`config.mk`:
```
export PLATFORM = sky130hd
export DESIGN_NAME = inst_fetch_unit
export DESIGN_NICKNAME = d
export VERILOG_FILES = /design/src/rtl/fetch_pkg.sv /design/src/rtl/inst_fetch_unit.sv
export SDC_FILE = /design/constraint.sdc
export NUM_CORES = 1
export LEC_CHECK = 0
export CORE_MARGIN = 10
export CORE_UTILIZATION = 44
export CTS_BUF_LIST = sky130_fd_sc_hd__clkbuf_4 sky130_fd_sc_hd__clkbuf_8
export CTS_CLUSTER_SIZE = 16
export DETAILED_ROUTE_END_ITERATION = 8
export DONT_BUFFER_PORTS = 1
export GPL_TIMING_DRIVEN = 0
export SLEW_MARGIN = 25
export SYNTH_ARGS = -nofsm -noshare
export SYNTH_HDL_FRONTEND = slang
export SYNTH_SLANG_ARGS = --single-unit
```
`constraint.sdc`:
```
create_clock -name clk -period 2.85 [get_ports clk]
set_clock_uncertainty 0.1 [all_clocks]
set_input_delay 0.285 -clock clk [delete_from_list [all_inputs] [get_ports clk]]
set_output_delay 0.285 -clock clk [all_outputs]
set_load 0.1 [all_outputs]
```
`src/rtl/fetch_pkg.sv`:
```
// Shared types and constants for the instruction fetch stage.
package fetch_pkg;

  typedef enum logic [1:0] {
    BOOT,
    RUN,
    HOLD
  } fetch_state_t;

  localparam logic [31:0] INST_NOP = 32'h00000013;
  localparam logic [31:0] PC_STEP  = 32'd4;

endpackage

```
`src/rtl/inst_fetch_unit.sv`:
```
// PC and fetch stage: issues word addresses to a synchronous instruction RAM, tags the
// returning word with its PC, and presents {pc, inst, valid} to IF/ID. Stalls are absorbed
// by a one-word hold register because the RAM re-reads the next address while stalled.
module inst_fetch_unit
  import fetch_pkg::*;
#(
  parameter int unsigned ADDR_W   = 12,
  parameter logic [31:0] RESET_PC = 32'h0
) (
  input  logic              clk,
  input  logic              rst,
  input  logic              stall_i,
  input  logic              redirect_i,
  input  logic [31:0]       redirect_pc_i,
  output logic [ADDR_W-1:0] imem_addr_o,
  input  logic [31:0]       imem_rdata_i,
  output logic [31:0]       if_pc_o,
  output logic [31:0]       if_inst_o,
  output logic              if_valid_o,
  output logic              misalign_o
);

  fetch_state_t r_state;
  logic [31:0]  r_pc;         // address being presented to the RAM this cycle
  logic [31:0]  r_rsp_pc;     // PC of the word currently on imem_rdata_i (or held)
  logic         r_rsp_valid;
  logic [31:0]  r_hold_inst;  // word captured when a stall starts
  logic         r_misalign;

  logic [31:0]  w_pc_next;
  logic [31:0]  w_target;

  assign w_pc_next = r_pc + PC_STEP;
  assign w_target  = {redirect_pc_i[31:2], 2'b00};

  // State update: redirect beats stall, stall beats advance.
  always_ff @(posedge clk or posedge rst) begin
    if (rst) begin
      r_state     <= BOOT;
      r_pc        <= RESET_PC;
      r_rsp_pc    <= 32'h0;
      r_rsp_valid <= 1'b0;
      r_hold_inst <= 32'h0;
      r_misalign  <= 1'b0;
    end else begin
      r_misalign <= 1'b0;
      if (redirect_i) begin
        // In-flight RAM word belongs to the old path; drop it and take one bubble.
        r_pc        <= w_target;
        r_rsp_valid <= 1'b0;
        r_state     <= RUN;
        r_misalign  <= |redirect_pc_i[1:0];
      end else begin
        case (r_state)
          BOOT: begin
            if (!stall_i) begin
              r_rsp_pc    <= r_pc;
              r_rsp_valid <= 1'b1;
              r_pc        <= w_pc_next;
              r_state     <= RUN;
            end
          end
          RUN: begin
            if (!stall_i) begin
              r_rsp_pc    <= r_pc;
              r_rsp_valid <= 1'b1;
              r_pc        <= w_pc_next;
            end else begin
              // RAM output will change to mem[r_pc] next cycle, so keep the shown word.
              r_hold_inst <= imem_rdata_i;
              r_state     <= HOLD;
            end
          end
          HOLD: begin
            if (!stall_i) begin
              // RAM has been re-reading r_pc; issuing it again keeps the stream gapless.
              r_rsp_pc    <= r_pc;
              r_rsp_valid <= 1'b1;
              r_pc        <= w_pc_next;
              r_state     <= RUN;
            end
          end
          default: begin
            r_state <= BOOT;
          end
        endcase
      end
    end
  end

  // Output mux: hold register while stalled, live RAM data otherwise, NOP when empty.
  always_comb begin
    if_inst_o = INST_NOP;
    if (r_rsp_valid) begin
      if_inst_o = (r_state == HOLD) ? r_hold_inst : imem_rdata_i;
    end
  end

  assign imem_addr_o = r_pc[ADDR_W+1:2];
  assign if_pc_o     = r_rsp_pc;
  assign if_valid_o  = r_rsp_valid;
  assign misalign_o  = r_misalign;

endmodule
```
Yosys cells after proc, flatten, opt, wreduce, memory -nomap -nowiden
Index checks and enable logic that the tools add are counted.
{"block": "word_totals", "latch_bits": 0, "mem_bits_ro": 0, "input_bits": 68, "mem_bits_rw": 0, "reg_bits": 100, "memories": 0}
{"block": "op_classes", "eq_ne": 5, "shifts": 0, "magnitude_cmp": 0, "n_div": 0, "bitwise_logic": 2, "n_mux": 13, "n_reduce_logical": 9, "n_addsub": 1, "n_mul": 0}
{"cell": "32-bit 2-to-1 mux", "count": 5}
{"cell": "32-bit by 3-bit adder with 32-bit output, second input constant", "count": 1}
{"cell": "2-bit 2-to-1 mux", "count": 3}
{"cell": "3-bit AND reduction", "count": 2}
{"cell": "1-bit 2-to-1 mux", "count": 4}
{"cell": "2-bit one-hot mux with 2 select lines", "count": 1}
{"cell": "2-bit AND reduction", "count": 2}
{"cell": "2-bit OR reduction", "count": 2}
{"cell": "3-bit by 2-bit inequality test with 1-bit output, second input constant", "count": 1}
{"cell": "3-bit inequality test, second input constant", "count": 1}
{"cell": "3-bit OR reduction", "count": 1}
{"cell": "2-bit by 1-bit == test with 1-bit output, second input constant", "count": 1}
{"cell": "2-bit == test, second input constant", "count": 1}
{"cell": "2-bit zero test", "count": 1}
{"cell": "2-bit by 1-bit inequality test with 1-bit output, second input constant", "count": 1}
{"cell": "1-bit inverter", "count": 2}
{"cell": "2-bit nonzero test", "count": 1}

Logic depth before layout (Yosys ltp)
Gate-level depths: netlist of run 1.
{"block": "depth", "ltp_word": 4, "mapped_depth": 6, "depth_no_buf": 5}

Worst setup path after synthesis of run 1
Ideal clock, no wire load.
{"block": "synth_timing", "path_kind": "register to output", "from": "reg r_rsp_valid, in the netlist if_valid_o", "to": "out if_inst_o[25]", "setup_slack_ns": -1.024, "arrival_ns": 3.489, "path_stages_with_launch": 3, "t_required_ns": 2.465, "cell_sequence": "dfrtp_1 clkbuf_1 a21boi_0"}
{"block": "synth_via", "elab_chain_len": 1}
{"element": "start, declared", "line": "inst_fetch_unit.sv:26", "text": "logic r_rsp_valid;"}
{"element": "start signal, assigned", "line": "inst_fetch_unit.sv:42", "text": "r_rsp_valid <= 1'b0;"}
{"element": "start signal, assigned", "line": "inst_fetch_unit.sv:50", "text": "r_rsp_valid <= 1'b0;"}
{"element": "start signal, assigned", "line": "inst_fetch_unit.sv:58", "text": "r_rsp_valid <= 1'b1;"}
{"element": "32-bit 2-to-1 mux", "line": "inst_fetch_unit.sv:94", "text": "if (r_rsp_valid) begin"}
{"element": "end, declared", "line": "inst_fetch_unit.sv:18", "text": "output logic [31:0] if_inst_o,"}
No other way between the ends.

Worst setup path after layout of run 1
{"block": "layout_timing", "from": "reg r_state[1]", "to": "out if_inst_o[17]"}
{"block": "layout_via", "elab_chain_len": 3}
{"element": "start, declared", "line": "inst_fetch_unit.sv:23", "text": "fetch_state_t r_state;"}
{"element": "start signal, assigned", "line": "inst_fetch_unit.sv:39", "text": "r_state <= BOOT;"}
{"element": "start signal, assigned", "line": "inst_fetch_unit.sv:51", "text": "r_state <= RUN;"}
{"element": "start signal, assigned", "line": "inst_fetch_unit.sv:60", "text": "r_state <= RUN;"}
{"element": "2-bit == test", "line": "inst_fetch_unit.sv:95", "text": "if_inst_o = (r_state == HOLD) ? r_hold_inst : imem_rdata_i;"}
{"element": "32-bit 2-to-1 mux", "line": "inst_fetch_unit.sv:95"}
{"element": "32-bit 2-to-1 mux", "line": "inst_fetch_unit.sv:94"}
No other way between the ends.

==> results of run 1 <==
==> power groups by stage <==
stage / Sequential (uW) / Clock, uW / Combinational, uW
final: 2490 / 844 / 988
after global routing: 2520 / 933 / 1050
after CTS: 2490 / 871 / 993
after detailed placement: 2520 / 0 / 912
after global placement: 2500 / 0 / 840
after floorplan: 2440 / 0 / 773
==> layer usage <==
metal	vias up	wire length [microns]	global-route usage
met1	1975	6090	0.219
met2	136	7120	0.300
met4	0	160	0.0488
li1	1868	-	-
met3	13	1080	0.0575
met5	-	0	0
==> area by class of cell <==
type                    instances  share of cell area
diodes                          1            0.000395
plain buffers                  44              0.0358
clock buffers                  15              0.0287
inverters                       7             0.00475
multi-input cells             338               0.406
flip-flops and latches         96               0.380
well taps                     140              0.0277
repair buffers                 70               0.117
==> final timing paths <==
path	startpoint	slack (ps)	cells after the start	to
setup / recovery	r_state[1]	110	5	if_inst_o[17]
hold / removal	redirect_i	20	2	r_pc[16]
setup reg to reg	r_pc[2]	420	6	r_pc[30]
hold reg to reg	r_hold_inst[10]	410	1	r_hold_inst[10]
max in group asynchronous	rst	1630	4	r_pc[3]
min in group asynchronous	rst	310	2	r_hold_inst[5]
==> sequential cells by signal (all words and copies together) (netlist names) <==
register / flops
misalign_o: 1
r_hold_inst: 32
if_valid_o: 1
if_pc_o: 30
r_state: 2
r_pc: 30
==> cells in the mapped netlist (11+ instances only) <==
| library cell | n |
|---|---|
| clkbuf_1 | 23 |
| dfrtp_1 | 96 |
| buf_4 | 14 |
| nand3_1 | 17 |
| o21ai_0 | 12 |
| a31oi_1 | 15 |
| nor2_1 | 22 |
| nand2_1 | 90 |
| a21boi_0 | 29 |
| mux2_2 | 63 |
| or4_1 | 15 |
| nand4_1 | 11 |
==> cell families after synthesis <==
group	after synthesis
simple gates	185
buf+inv	51
xor+xnor	9
other cells	1
fa+ha+maj	1
flops	96
mux	64
compound gates	77
==> repair_timing <==
action | in CTS | in global routing
endpoints found under the setup margin | 29 | 22
pin swaps | 0 | 5
gates cloned | 0 | 0
hold buffers | 67 | 0
hold endpoints to repair | 81 | 0
gates resized for setup | 4 | 8
==> through the flow <==
stage | cells | setup slack, ps | utilization
final | 711 | 110 | 0.584
after global routing | 711 | -15.7 | 0.584
after CTS | 710 | 105 | 0.583
after detailed placement | 628 | 45.4 | 0.503
after global placement | 625 | 42.5 | 0.477
after floorplan | 485 | 300 | -
==> results list, run 1 <==
* Number of global-route vias before repair: 4203
- The layout has 919 filler cells.
- The routed design has between 10 and 15 mm of wire.
* Leading cell types by total area after synthesis: dfrtp_1 (49%), mux2_2 (15%), nand2_1 (6.9%)
* Final cycle utilization of the critical path: 0.961
* Multi-input logic area: about 2600 sq um
* Worst Path Required: 2470 ps
- The initial utilization of the core area, before any placement, comes to 0.450.
- P per Cell Area: 682 nW/um^2
* Slew Viols, Final: 0
- Maximum level of the CTS H-tree: 3
- Of the total synthesized cell area, the portion taken by AND, OR, NAND and NOR gates is 0.181.
- Register share of total power: 0.576
- In this run the cell area of the synthesized design comes to roughly 4900 sq um.
* Number of enable-type register cells in the synthesized netlist: 0
- Worst-case headroom to the max-slew limit: 0.362
- Clock edge transition at the registers on the reported setup and hold paths: 80 ps
- Leaving out fill and tap cells, the most frequent cell in the layout is dfrtp_1.
* Slew at the pin with the worst max-slew slack: between 900 and 1000 ps
* Number of failing setup endpoints in the final timing report: 0
- Of the total synthesized cell area, the portion taken by full adders, half adders and majority gates is 0.00257.
- WL per Instance: 20.3 microns
- YS warnings: 0
- TritonCTS clock tree: yes
- Synthesis inferred 96 register bits.
* Internal portion of total power: 2350 uW
- Summing all placed instances gives a cell area of 5450 sq um.
* Overall die height: 125 microns
* Vias after detailed routing: 3992
* Leakage: 0.00251 uW
* Count of nets after finishing: 635
* Achievable clock frequency: 0.365 GHz
- Post-route standard cell area excluding fillers: 6330 sq um
- Min Clock Period, post-route: 2740 ps
- Max incr delay on CP: 640 ps
- Across the run, the number of max-cap violations was 0.
- Overall power consumption: 4320 uW
* Layout cells sized above 1: 0.242
- In this run the deepest clock path goes through 2 buffers.
- The share of total power dissipated in the clock network is 0.196.
- Share of the synthesized area in the top cell type: 0.493
- Gpl congestion: about 0.85
- Total Negative Setup Slacks: 0 ps
- The first routing iteration left 240 violations.
* Mapped Cells: 484
- Share of the synthesized netlist area taken by xor and xnor gates: 0.0162
* Nature of the critical path endpoint: output port
* Number of hold violations in the final report: 0
- Core Area: roughly 11000 sq um
- Wire length of the first global-routing pass: between 20 and 25 mm
- Number of antenna violations at the first check in global routing: 1
- Most frequently used flop master after synthesis: dfrtp_1
- Switching power summed over all nets: 1970 uW
* Detailed-route DRC error count: 0
- The area growth from synthesis to layout is 29.8%.
* Family with the most delay on the worst path: compound AO/OA/AOI/OAI gates
* DR pass1 iterations: 4
* Launching element type of the critical path: flop
* Fraction of the mapped netlist area in compound gates: 0.108
- A synthesized cell averages 10.1 sq um.
* Worst min path class: in2reg
* Commonest cells after routing, fill and taps aside: dfrtp_1 (95), nand2_1 (90), dlygate4sd3_1 (67), mux2_2 (63), a21boi_4 (29)
- The die covers 15700 sq um.
* Global-route total usage across every layer: 0.180
- Using the TritonRoute via totals, the vias-per-cell ratio works out to 5.61.
- Proportion of synthesized area in mux cells: 0.148
- The number of buffers and inverters on the critical path is 2.
- Chip width: between 100 and 150 microns
- Main combinational cell family by area after synthesis: simple AND/OR/NAND/NOR gates
* Switching Share: 0.456
* Clock latency of the later-clocked register in the worst-skew pair: between 300 and 400 ps
- Detailed placement finished with a half-perimeter wire length of about 10 mm.
* Run status: complete, no violations
- Library cell contributing the largest single delay on the critical path: a21boi_4
- For this run, asynchronously set or reset flops after synthesis account for 1.00.
- CTS Root Buffer Type: clkbuf_8
* Crit path kind: reg2out
* Biggest area consumer among synthesized cells: dfrtp_1
- On the final layout, the worst hold slack is 21.5 ps.
- Pin count of the biggest net entering global routing: 31
- Detail Route Antenna Nets: 0
* I/O pin count: 146
- Num CTS Buffers: 9
* Signal arrival time at the worst endpoint: 2360 ps
- Setup repair after global routing could not meet its margin everywhere.
* Aggregate global routing overflow: 0
- Gate power share: 0.229
* Cell Chain, Critical Path: nor2b_1 > clkbuf_1 > buf_1 > nand2_1 > a21boi_4
* # port buffers: 0
- Fraction of the yosys area taken by sequential cells: 0.493
* TritonCTS sink count: 96
- Of all nets on the critical path, the largest fanout is 10.
- Standard-cell row count: 38
- Total setup buffers inserted after CTS: 0
- Worst voltage drop across the vdd grid: 426 uV
- Number of distinct library cells after synthesis: 38
* Sequential cell area: 2400 sq um
No activity file was read; power rests on OpenSTA's default activity.
==> inputs of run 2 (changes only) <==
--- a/config.mk
+++ b/config.mk
@@ -5,6 +5,9 @@
 export SDC_FILE = /design/constraint.sdc
 export NUM_CORES = 1
 export LEC_CHECK = 0
+export CELL_PAD_IN_SITES_DETAIL_PLACEMENT = 1
+export CELL_PAD_IN_SITES_GLOBAL_PLACEMENT = 1
+export CORE_ASPECT_RATIO = 0.9
 export CORE_MARGIN = 10
 export CORE_UTILIZATION = 44
 export CTS_BUF_LIST = sky130_fd_sc_hd__clkbuf_4 sky130_fd_sc_hd__clkbuf_8
@@ -12,6 +15,8 @@
 export DETAILED_ROUTE_END_ITERATION = 8
 export DONT_BUFFER_PORTS = 1
 export GPL_TIMING_DRIVEN = 0
+export PLACE_DENSITY_LB_ADDON = 0.1
+export RECOVER_POWER = 50
 export SLEW_MARGIN = 25
 export SYNTH_ARGS = -nofsm -noshare
 export SYNTH_HDL_FRONTEND = slang
==> results list, run 2 (synthesis gave the netlist of run 1 again) <==
- Summed over all cells, the static leakage comes to 0.00249 uW.
- Crit path kind: reg2out
- Unrepaired setup endpoints after global routing: no
- Gpl congestion: 0.817
- Headroom to the max-slew limit came out at 0.0934.
- Maximum level of the CTS H-tree: 3
- Once detail routing completed, the nets flagged for antenna violations numbered 0.
* # port buffers: 0
- In this run the power density over the cells is between 700 and 800 nW/um^2.
* Nature of the critical path endpoint: output port
- CTS Root Buffer Type: clkbuf_8
- The clock passes through at most 2 buffers.
- After filler insertion, the fill cell instance count of the layout stands at 1152.
- STA classifies the critical path startpoint as a flop.
- After floorplanning, the core was divided into 36 placement rows.
- Once layout is complete, the utilization of the core stands at 0.585.
- For this run the aggregate overflow at the end of global routing stands at 0.
- Summing all multi-input logic gate instances after layout gives approximately 2600 sq um.
- In this run the vertical extent of the chip is around 120 microns.
* Achievable clock frequency: 0.374 GHz
- Worst Path Required: 2470 ps
* Most common cell after layout, fill and taps aside: dfrtp_1
- For the worst setup path, the data arrival time is approximately 2300 ps.
- The final route contains about 4100 vias.
- The first detailed-routing pass took 4 iterations.
* Min Clock Period, post-route: ~2700 ps
- For this run, the total global-route usage over all layers was measured as 0.217.
- Dividing the detail-routed wire length by the instance count gives 23.5 microns.
- For the pin with the worst max-slew slack, the measured transition is 1360 ps.
* Via density per instance: 5.78
- The max-slew violation count is 0.
- Max-capacitance violation count: 0
* Number of global-route vias before repair: 4607
* Num CTS Buffers: 9
* Total setup buffers inserted after CTS: 0
- The floorplan step defined a core boundary enclosing roughly 11000 sq um.
- Wire length of the first global-routing pass: 26.4 mm
- The design draws 4600 uW.
- Entering global routing, the biggest net connects 31 pins.
* Layout cells sized above 1: 0.224
* Run status: complete, no violations
* TritonCTS sink count: 96
* Area added between synthesis and finish: 29.7%
* Maximum fanout count along the critical path: 10
* Detailed-route DRC error count: 0
- Sequential cell area: 2410 sq um
* Worst voltage drop across the vdd grid: 574 uV
- The number of antenna violations at the first check in global routing was 0.
* DP Wirelength: approximately 11 mm
- Number of hold violations in the final report: 0
* Chip width: between 100 and 150 microns
- TritonCTS clock tree: yes
* Number of failing setup endpoints in the final timing report: 0
- More flip-flops sit in one register than any other, and that register is r_hold_inst.
- Count of nets after finishing: 636
- Wire length after detailed routing: 16.6 mm
- In this run, the number of DRC markers left after iteration 0 of detailed routing was 186.
- Die Outline Area: 15700 sq um
- After clock tree synthesis, the clock-pin slew on the worst setup and hold paths is 90 ps.
- The worst hold path belongs to the class in2reg.
* Clock latency of the later-clocked register in the worst-skew pair: 380 ps
* Commonest cells after routing, fill and taps aside: dfrtp_1 (95), nand2_1 (90), dlygate4sd3_1 (68), mux2_2 (63), clkbuf_1 (31)
- The register with the most flip-flops in the layout has 32 of them.
- The number of antenna diodes in the final layout is 0.
* Final cycle utilization of the critical path: 0.938
* Initial core utilization: 0.451
- For this design the top-level I/O count stands at 146.
## run 2: changes by cell type in the layout (fill, tap and decap cells not counted), sizes merged
cell / previous run / this run
clkinv: 0 / 1
buf: 26 / 10
clkbuf: 36 / 48
bufinv: 0 / 3
dlygate4sd3: 67 / 68
diode: 1 / 0
clkinvlp: 1 / 2
## run 2: metal layers
metal / GRT usage / routed length, microns / share of wire / vias to the layer above
met4: 0.0688 / 341 / 0.021 / 0
li1: - / - / - / 1863
met1: 0.250 / 6630 / 0.40 / 2044
met2: 0.364 / 8140 / 0.49 / 139
met3: 0.0797 / 1470 / 0.089 / 27
met5: 0 / 0 / 0 / -
## run 2: repair_timing
action,in CTS,in global routing
endpoints found under the setup margin,29,26
hold endpoints to repair,83,0
pin swaps,1,4
hold buffers,68,0
resized for setup,5,11
## run 2: final timing paths
| check | startpoint | end | slack [ps] | cells past startpoint |
|---|---|---|---|---|
| max in group asynchronous | rst | if_valid_o | 410 | 4 |
| worst max-delay path | r_state[1] | if_inst_o[21] | 180 | 5 |
| worst max register to register | r_pc[8] | r_pc[19] | 220 | 7 |
| worst min-delay path | redirect_i | r_pc[16] | 20 | 2 |
| min in group asynchronous | rst | r_hold_inst[14] | 390 | 2 |
| worst min register to register | r_hold_inst[5] | r_hold_inst[5] | 420 | 1 |
## run 2: through the flow
step	worst slack (ps)	hold WS, ps	instances	setup TNS [ps]	cell area (sq um)
CTS	12.8	3.52	705	0	6390
floorplan	300	305	485	0	4990
finish	175	22.8	705	0	6320
global route	9.71	28.1	705	0	6320
global placement	-0.940	312	618	-0.940	5160
detailed placement	6.96	104	621	0	5440
## run 2: where the power goes
group	switching (uW)	internal, uW	leakage [uW]
combinational	633	351	0.00124
sequential	925	1580	0.00112
clock	485	629	0.000126
total	2040	2560	0.00249
## run 2: critical path: stages, from the launching register on
cell and delay [ps]:
dfrtp_1 410, nor2b_1 170, clkbuf_1 230, clkbuf_2 290, nand2_1 160, a21boi_4 640
## run 2: cell type report
| cell class | count | area share |
|---|---|---|
| inverters | 7 | 0.00435 |
| flip-flops and latches | 96 | 0.380 |
| repair buffers | 71 | 0.113 |
| clock buffers | 11 | 0.0239 |
| multi-input cells | 338 | 0.406 |
| clock inverters | 5 | 0.0162 |
| well taps | 133 | 0.0263 |
| plain buffers | 44 | 0.0291 |
